<file path="src/rtl/fifo_pkg.sv">
// Shared constants and helpers for sync_fifo and its downstream packer.
// Holds the byte width, default FIFO depth, packer states and clog2.
package fifo_pkg;

  localparam int BYTE_W = 8;
  localparam int DEPTH  = 16;

  typedef enum logic {
    PK_FILL,
    PK_FLUSH
  } pk_state_e;

  function automatic int clog2(input int v);
    int r;
    r = 0;
    while ((1 << r) < v) r++;
    return r;
  endfunction

endpackage

</file>
<file path="src/rtl/word_hold_reg.sv">
// Valid/ready output holding register for packed words.
// Ports: load_i/word_i/keep_i in, ready_i from sink, valid_o/word_o/keep_o out,
// free_o high when a load this cycle is accepted.
module word_hold_reg #(
  parameter int DW = 32,
  parameter int KW = 4
) (
  input  logic          clk,
  input  logic          rst,
  input  logic          load_i,
  input  logic [DW-1:0] word_i,
  input  logic [KW-1:0] keep_i,
  input  logic          ready_i,
  output logic          valid_o,
  output logic [DW-1:0] word_o,
  output logic [KW-1:0] keep_o,
  output logic          free_o
);

  logic          valid_q, valid_d;
  logic [DW-1:0] word_q, word_d;
  logic [KW-1:0] keep_q, keep_d;

  assign free_o  = !valid_q || ready_i;
  assign valid_o = valid_q;
  assign word_o  = word_q;
  assign keep_o  = keep_q;

  // Data holds its last value after acceptance; only valid drops.
  always_comb begin
    valid_d = valid_q && !ready_i;
    word_d  = word_q;
    keep_d  = keep_q;
    if (load_i) begin
      valid_d = 1'b1;
      word_d  = word_i;
      keep_d  = keep_i;
    end
  end

  always_ff @(posedge clk or posedge rst) begin
    if (rst) begin
      valid_q <= 1'b0;
      word_q  <= '0;
      keep_q  <= '0;
    end else begin
      valid_q <= valid_d;
      word_q  <= word_d;
      keep_q  <= keep_d;
    end
  end

endmodule

</file>
<file path="src/rtl/fifo_word_packer.sv">
// Packs bytes read from sync_fifo into BYTES_PER_WORD-byte words with keep mask.
// Ports: FIFO read side (empty/data/rd_en), flush_i, valid/ready word output.
module fifo_word_packer #(
  parameter int BYTES_PER_WORD = 4,
  parameter int BYTE_W         = fifo_pkg::BYTE_W
) (
  input  logic                             clk,
  input  logic                             rst,
  input  logic                             fifo_empty_i,
  input  logic [BYTE_W-1:0]                fifo_data_i,
  output logic                             fifo_rd_en_o,
  input  logic                             flush_i,
  output logic [BYTES_PER_WORD*BYTE_W-1:0] word_o,
  output logic [BYTES_PER_WORD-1:0]        keep_o,
  output logic                             word_valid_o,
  input  logic                             word_ready_i
);

  import fifo_pkg::*;

  localparam int N  = BYTES_PER_WORD;
  localparam int CW = clog2(N) + 1;
  localparam int WW = N * BYTE_W;

  localparam logic [CW-1:0] CNT_FULL = CW'(N);

  logic [CW-1:0] cnt_q, cnt_d, cnt_w;
  logic [WW-1:0] acc_q, acc_d, acc_w;
  logic          rd_pend_q;
  logic          flush_req_q, flush_req_d;
  pk_state_e     state_q, state_d;

  logic          load;
  logic [N-1:0]  ld_keep;
  logic [N-1:0]  part_keep;
  logic          out_free;

  // cnt_w/acc_w: accumulator after this cycle's capture, so a word
  // completed by the capture can go straight to the output register.
  assign cnt_w = cnt_q + {{(CW-1){1'b0}}, rd_pend_q};

  // A read is safe if its byte has a lane next cycle: either there is
  // room now, or the word completing now is certain to move out
  // because the output register is empty (no dependence on ready).
  assign fifo_rd_en_o = !rst && !fifo_empty_i && !flush_req_q &&
                        ((cnt_w < CNT_FULL) ||
                         ((cnt_w == CNT_FULL) && !word_valid_o));

  always_comb begin
    acc_w = acc_q;
    for (int i = 0; i < N; i++) begin
      if (rd_pend_q && (cnt_q == CW'(i)))
        acc_w[i*BYTE_W +: BYTE_W] = fifo_data_i;
    end
  end

  always_comb begin
    for (int i = 0; i < N; i++)
      part_keep[i] = (CW'(i) < cnt_q);
  end

  always_comb begin
    load        = 1'b0;
    ld_keep     = '1;
    acc_d       = acc_w;
    cnt_d       = cnt_w;
    state_d     = state_q;
    flush_req_d = flush_req_q;

    if ((cnt_w == CNT_FULL) && out_free) begin
      load  = 1'b1;
      acc_d = '0;
      cnt_d = '0;
    end else if ((state_q == PK_FLUSH) && !rd_pend_q &&
                 (cnt_q != '0) && out_free) begin
      load    = 1'b1;
      ld_keep = part_keep;
      acc_d   = '0;
      cnt_d   = '0;
    end

    unique case (state_q)
      PK_FILL: begin
        if (flush_i) begin
          state_d     = PK_FLUSH;
          flush_req_d = 1'b1;
        end
      end
      PK_FLUSH: begin
        if (!rd_pend_q && ((cnt_q == '0) || load)) begin
          state_d     = PK_FILL;
          flush_req_d = 1'b0;
        end
      end
      default: begin
        state_d     = PK_FILL;
        flush_req_d = 1'b0;
      end
    endcase
  end

  always_ff @(posedge clk or posedge rst) begin
    if (rst) begin
      cnt_q       <= '0;
      acc_q       <= '0;
      rd_pend_q   <= 1'b0;
      flush_req_q <= 1'b0;
      state_q     <= PK_FILL;
    end else begin
      cnt_q       <= cnt_d;
      acc_q       <= acc_d;
      rd_pend_q   <= fifo_rd_en_o;
      flush_req_q <= flush_req_d;
      state_q     <= state_d;
    end
  end

  word_hold_reg #(
    .DW(WW),
    .KW(N)
  ) u_hold (
    .clk     (clk),
    .rst     (rst),
    .load_i  (load),
    .word_i  (acc_w),
    .keep_i  (ld_keep),
    .ready_i (word_ready_i),
    .valid_o (word_valid_o),
    .word_o  (word_o),
    .keep_o  (keep_o),
    .free_o  (out_free)
  );

endmodule

</file>
<file path="config.mk">
export PLATFORM = sky130hd
export DESIGN_NAME = fifo_word_packer
export DESIGN_NICKNAME = d
export VERILOG_FILES = /design/src/rtl/fifo_pkg.sv /design/src/rtl/word_hold_reg.sv /design/src/rtl/fifo_word_packer.sv
export SDC_FILE = /design/constraint.sdc
export NUM_CORES = 1
export LEC_CHECK = 0
export ABC_CLOCK_PERIOD_IN_PS = 2700
export CORE_ASPECT_RATIO = 1.25
export CORE_MARGIN = 5
export CORE_UTILIZATION = 35
export DETAILED_ROUTE_END_ITERATION = 10
export DONT_BUFFER_PORTS = 1
export SYNTH_ARGS = -nofsm -noshare
export SYNTH_HDL_FRONTEND = slang
export SYNTH_SLANG_ARGS = --single-unit
export TNS_END_PERCENT = 5
</file>
<file path="constraint.sdc">
create_clock -name clk -period 2.7 [get_ports clk]
set_clock_uncertainty 0.2 [all_clocks]
set_input_delay 0.81 -clock clk [delete_from_list [all_inputs] [get_ports clk]]
set_output_delay 0.81 -clock clk [all_outputs]
set_load 0.03 [all_outputs]
</file>
# Word level (Yosys, flattened, before mapping)
# Index checks and enable logic that the tools add are counted.
# classes
n_addsub	1
magnitude_cmp	5
eq_ne	6
mux	19
n_bitwise	1
n_reduce_logical	26
# ops
operator	count
2-to-1 mux 32 bit	2
2-to-1 mux 8 bit	4
logical AND 1 bit	14
2-to-1 mux 4 bit	2
2-to-1 mux 1 bit	7
== test 3 x 2 -> 1 bit, second input constant	2
zero test 1 bit	6
less-than comparator 1 x 3 -> 1 bit, first input constant	2
less-than comparator 2 x 3 -> 1 bit, first input constant	2
2-to-1 mux 3 bit	2
case mux 1 bit (2 select lines)	2
adder 3 x 1 -> 3 bit	1
== test 3 x 1 -> 1 bit, second input constant	1
== test 3 bit, second input constant	1
zero test 3 bit	1
logical OR 1 bit	3
less-than comparator 3 bit, second input constant	1
nonzero test 3 bit	1
inequality test 2 x 1 -> 1 bit, second input constant	1
inequality test 2 bit, second input constant	1
AND reduction 2 bit	1
inverter 1 bit	1
# word_totals
reg_bits	75
in_bits	13
output_inout_bits	38

# Depth between registers and ports, before layout
# depth
ltp_word	10
depth_mapped	9
mapped_depth_nobuf	6

# Modules after synthesis
# Synthesis repeated with hierarchy kept, for this count alone.
# unflattened
hier_cells	222
area_unflattened_um2	3349.5
# modules_own_cells
module	n_inst	cells_each	area_each_um2	seq_area_each_um2
fifo_word_packer	1	142	1821.7	950.9
word_hold_reg	1	80	1527.7	925.9

# Worst setup path after synthesis
# Ideal clock, no wire load.
# synth_path
kind	register -> output
start	reg rd_pend_q
end	out fifo_rd_en_o
t_arrival_ns	2.017
setup_slack_ns	-0.327
path_stages_with_launch	6
n_path_buf	0
path_cell_list	dfrtp_1 ha_1 ha_1 nor3_1 nor2_1 nor4_1
# synth_between
elab_chain_cells	5
# synth_rtl
element	line	rtl
start: declaration	fifo_word_packer.sv:29	logic rd_pend_q;
start signal: assignment	fifo_word_packer.sv:112	rd_pend_q <= fifo_rd_en_o;
adder 3 x 1 -> 3 bit (*)	fifo_word_packer.sv:40	assign cnt_w = cnt_q + {{(CW-1){1'b0}}, rd_pend_q};
branches (longest 2 deep; another with less-than comparator 3 bit)	-	
logical OR 1 bit (*)	fifo_word_packer.sv:46	((cnt_w < CNT_FULL) ||
logical AND 1 bit (*)	fifo_word_packer.sv:45	assign fifo_rd_en_o = !rst && !fifo_empty_i && !flush_req_q &&
end: declaration	fifo_word_packer.sv:11	output logic fifo_rd_en_o,
# Every way passes the cells marked *.

# Final worst setup path
# layout_path
start	reg cnt_q[0]
end	out fifo_rd_en_o
# layout_between
elab_chain_cells	5
# layout_rtl
element	line	rtl
start: declaration	fifo_word_packer.sv:27	logic [CW-1:0] cnt_q, cnt_d, cnt_w;
start signal: assignment	fifo_word_packer.sv:110	cnt_q <= cnt_d;
adder 3 x 1 -> 3 bit (*)	fifo_word_packer.sv:40	
branches (longest 2 deep; another with less-than comparator 3 bit)	-	
logical OR 1 bit (*)	fifo_word_packer.sv:46	
logical AND 1 bit (*)	fifo_word_packer.sv:45	
# Marks and branches as above.

==> results.sh <==
export IMPL_pwr_share_comb_pct=31.4
export IMPL_fin_ws_ns=-0.0551
export IMPL_max_vdd_ir_drop_v=0.000511
export IMPL_first_pass_iters=4
export IMPL_drt_iter0_drc=57
export IMPL_die_w_um=94.8
export IMPL_routedWlPerCell_um=15.6
export IMPL_rows=38
export IMPL_path_clk_slew_ns=0.08
export IMPL_syn_avg_cell_area_um2=12.2
export IMPL_p_per_area_nw_per_um2=1210
export IMPL_cp_start_kind="flop"
export IMPL_synth_cell_type_count=27
export IMPL_synth_top_family_by_area="multiplexers"
export IMPL_r2r_end="rd_pend_q"
export IMPL_slew_violations=0
export IMPL_worstPathArrival_ns=1.75
export IMPL_leakage_uw=0.00171
export IMPL_route_vias_total=1839
export IMPL_layout_drive_gt1_share_pct=17.8
export IMPL_die_area_um2=11000
export IMPL_ios=51
export IMPL_cap_violations=0
export IMPL_rrSetupSlack_ns=0.07
export IMPL_portBuffers=0
export IMPL_tightest_slew_ns=0.473
export IMPL_p_total_uw=4410
export IMPL_yosys_area_share_adder_pct=0.795
export IMPL_die_h_um=116
export IMPL_post_place_cells=373
export IMPL_antenna_found_initial=0
export IMPL_syn_area_um2=3150
export IMPL_whs_ns=0.0547
export IMPL_status="finished with violations"
export IMPL_p_clk_share_pct=17.8
export IMPL_root_buffer="clkbuf_8"
export IMPL_min_path_type="in2async"
export IMPL_setup_violations=1
export IMPL_seq_area_um2=1880
export IMPL_cts_tree="yes"
export IMPL_synth_compound_area_share_pct=1.83
export IMPL_period_share_pct=102
export IMPL_fin_cells=401
export IMPL_pre_cts_ws_ns=0.147
export IMPL_overflow=0
export IMPL_final_common_cell="dfrtp_1"
export IMPL_ys_ff_latch=75
export IMPL_synth_xor_area_share_pct=0.278
export IMPL_cts_htree_levels=3
export IMPL_route_final_wire_length_mm=6.25
export IMPL_grt_max_degree=69
export IMPL_coreArea_um2=8750
export IMPL_setup_tns_ns=-0.0551
export IMPL_final_hold_violation_count=0
export IMPL_clock_sinks=75
export IMPL_synthSimpleGateAreaFrac_pct=8.46
export IMPL_synthMuxAreaShare_pct=20.7
export IMPL_nets=292
export IMPL_r2r_start="cnt_q[0]"
export IMPL_grt_pass1_vias=2022
export IMPL_rsz0062_at_grt="yes"
export IMPL_netSwitchingFraction_pct=41.8
export IMPL_clk_insertion_delay_late_ns=0.34
export IMPL_pwr_share_seq_pct=50.8
export IMPL_start_util_pct=36.0
export IMPL_fin_crit_ns=2.76
export IMPL_gp_congestion=0.776
export IMPL_fmax_mhz=363
export IMPL_p_sw_uw=1840
export IMPL_multi_input_area_um2=1090
export IMPL_syn_num_nets=274
export IMPL_diodes=0
export IMPL_viasPerCell=4.59
export IMPL_reg2reg_depth=16
export IMPL_hpwl_mm=4.06
export IMPL_slew_headroom_pct=68.2
export IMPL_track_usage_pct=12.8
export IMPL_fill_cells=854
export IMPL_drcViolationCount=0
export IMPL_layout_common_cells="dfrtp_1 (75), mux2i_1 (65), nor2_1 (38), inv_1 (34), buf_4 (13)"
export IMPL_worstPathRequired_ns=1.69
export IMPL_postSynthCellCount=259
export IMPL_crit_type="reg2out"
export IMPL_violations="setup timing"
export IMPL_numCtsBuffers=9
export IMPL_ys_seq_area_share_pct=59.6
export IMPL_area_delta_synth_final_pct=16.1
export IMPL_clockBufferDepth=2
export IMPL_final_antenna_net_count=0
export IMPL_p_int_uw=2560
export IMPL_cp_max_fo=3
export IMPL_grt_pass1_wl_mm=10.6
export IMPL_critPathCaptureType="primary output"
export IMPL_ys_warn_count=0
[state kept, by name, summed over array words and instances (netlist names)]
signal          cells
acc_q              32
u_hold.word_o      32
u_hold.keep_o       4
cnt_q               3
flush_req_q         1
rd_pend_q           1
state_q             1
u_hold.valid_o      1
[metal layers]
layer  up-vias  share of wire (%)  GRT usage, %
met2        48                 50          20.0
met3        11                7.2          4.16
li1        866                  -             -
met1       914                 40          15.0
met4         0                2.2          8.28
met5         -                  0             0
[per-stage QoR]
step,area [µm²],util (%)
final,3650,41.8
after global placement,3290,37.7
after floorplan,3160,-
after global routing,3650,41.8
after CTS,3600,41.2
after detailed placement,3290,37.7
[worst max-delay path, cell delays in order (launching register included)]
cell	delay, ns
dfrtp_1	0.39
ha_2	0.20
ha_4	0.23
nor3_4	0.14
nor2_4	0.06
nor4_4	0.17
buf_4	0.21
[cells in the mapped netlist]
library cell,n,area share [%]
xnor2_1,1,0.28
a21oi_1,2,0.32
o21ai_0,2,0.32
nor3_1,3,0.48
mux2i_1,65,21
dfrtp_1,75,60
buf_8,4,1.9
clkbuf_2,2,0.32
buf_6,3,1.1
a31oi_1,1,0.20
o21ai_4,1,0.52
clkbuf_1,3,0.36
or2_2,3,0.60
buf_2,2,0.32
ha_1,2,0.79
nor3_2,1,0.32
nand2_1,2,0.24
or3_1,2,0.40
o211ai_1,2,0.48
buf_4,1,0.24
nor2b_1,3,0.60
nor2_1,39,4.6
or4_1,1,0.24
inv_1,35,4.2
nor4b_1,2,0.56
nand2b_1,1,0.20
nor4_1,1,0.20
[cells by family after synthesis]
| family | count (synthesis) |
|---|---|
| flops | 75 |
| mux | 65 |
| simple gates | 58 |
| buf+inv | 50 |
| compound gates | 8 |
| fa+ha+maj | 2 |
| xor+xnor | 1 |
[cell type report]
type / instances / area share [%]
timing repair buffer: 22 / 6.16
clock buffer: 13 / 4.62
multi-input combinational: 134 / 29.8
sequential: 75 / 51.4
clock inverter: 2 / 0.274
inverter: 35 / 3.70
tap: 120 / 4.11
[power by group through the flow]
stage | clock [µW] | sequential [µW] | combinational (µW)
2_1_floorplan | 0 | 2170 | 1160
5_1_grt | 876 | 2300 | 1550
3_3_place_gp | 0 | 2250 | 1240
6_report | 786 | 2240 | 1380
4_1_cts | 833 | 2240 | 1350
3_5_place_dp | 0 | 2250 | 1270
[what timing repair did]
item,in CTS,in global routing
setup buffers,12,1
hold buffers,0,0
setup endpoints to repair,1,5
pin swaps,5,4
resized for setup,6,9
hold endpoints to repair,0,0
[how the worst max path moves through the flow]
stage | slack [ns] | start | to | depth (start not counted)
floorplan | 0.04 | rd_pend_q | fifo_rd_en_o | 5
global placement | 0.20 | rd_pend_q | fifo_rd_en_o | 6
detailed placement | 0.15 | rd_pend_q | fifo_rd_en_o | 6
CTS | -0.18 | rd_pend_q | fifo_rd_en_o | 6
global route | -0.13 | cnt_q[0] | fifo_rd_en_o | 6
finish | -0.06 | cnt_q[0] | fifo_rd_en_o | 6
(Power assumes the default switching activity.)
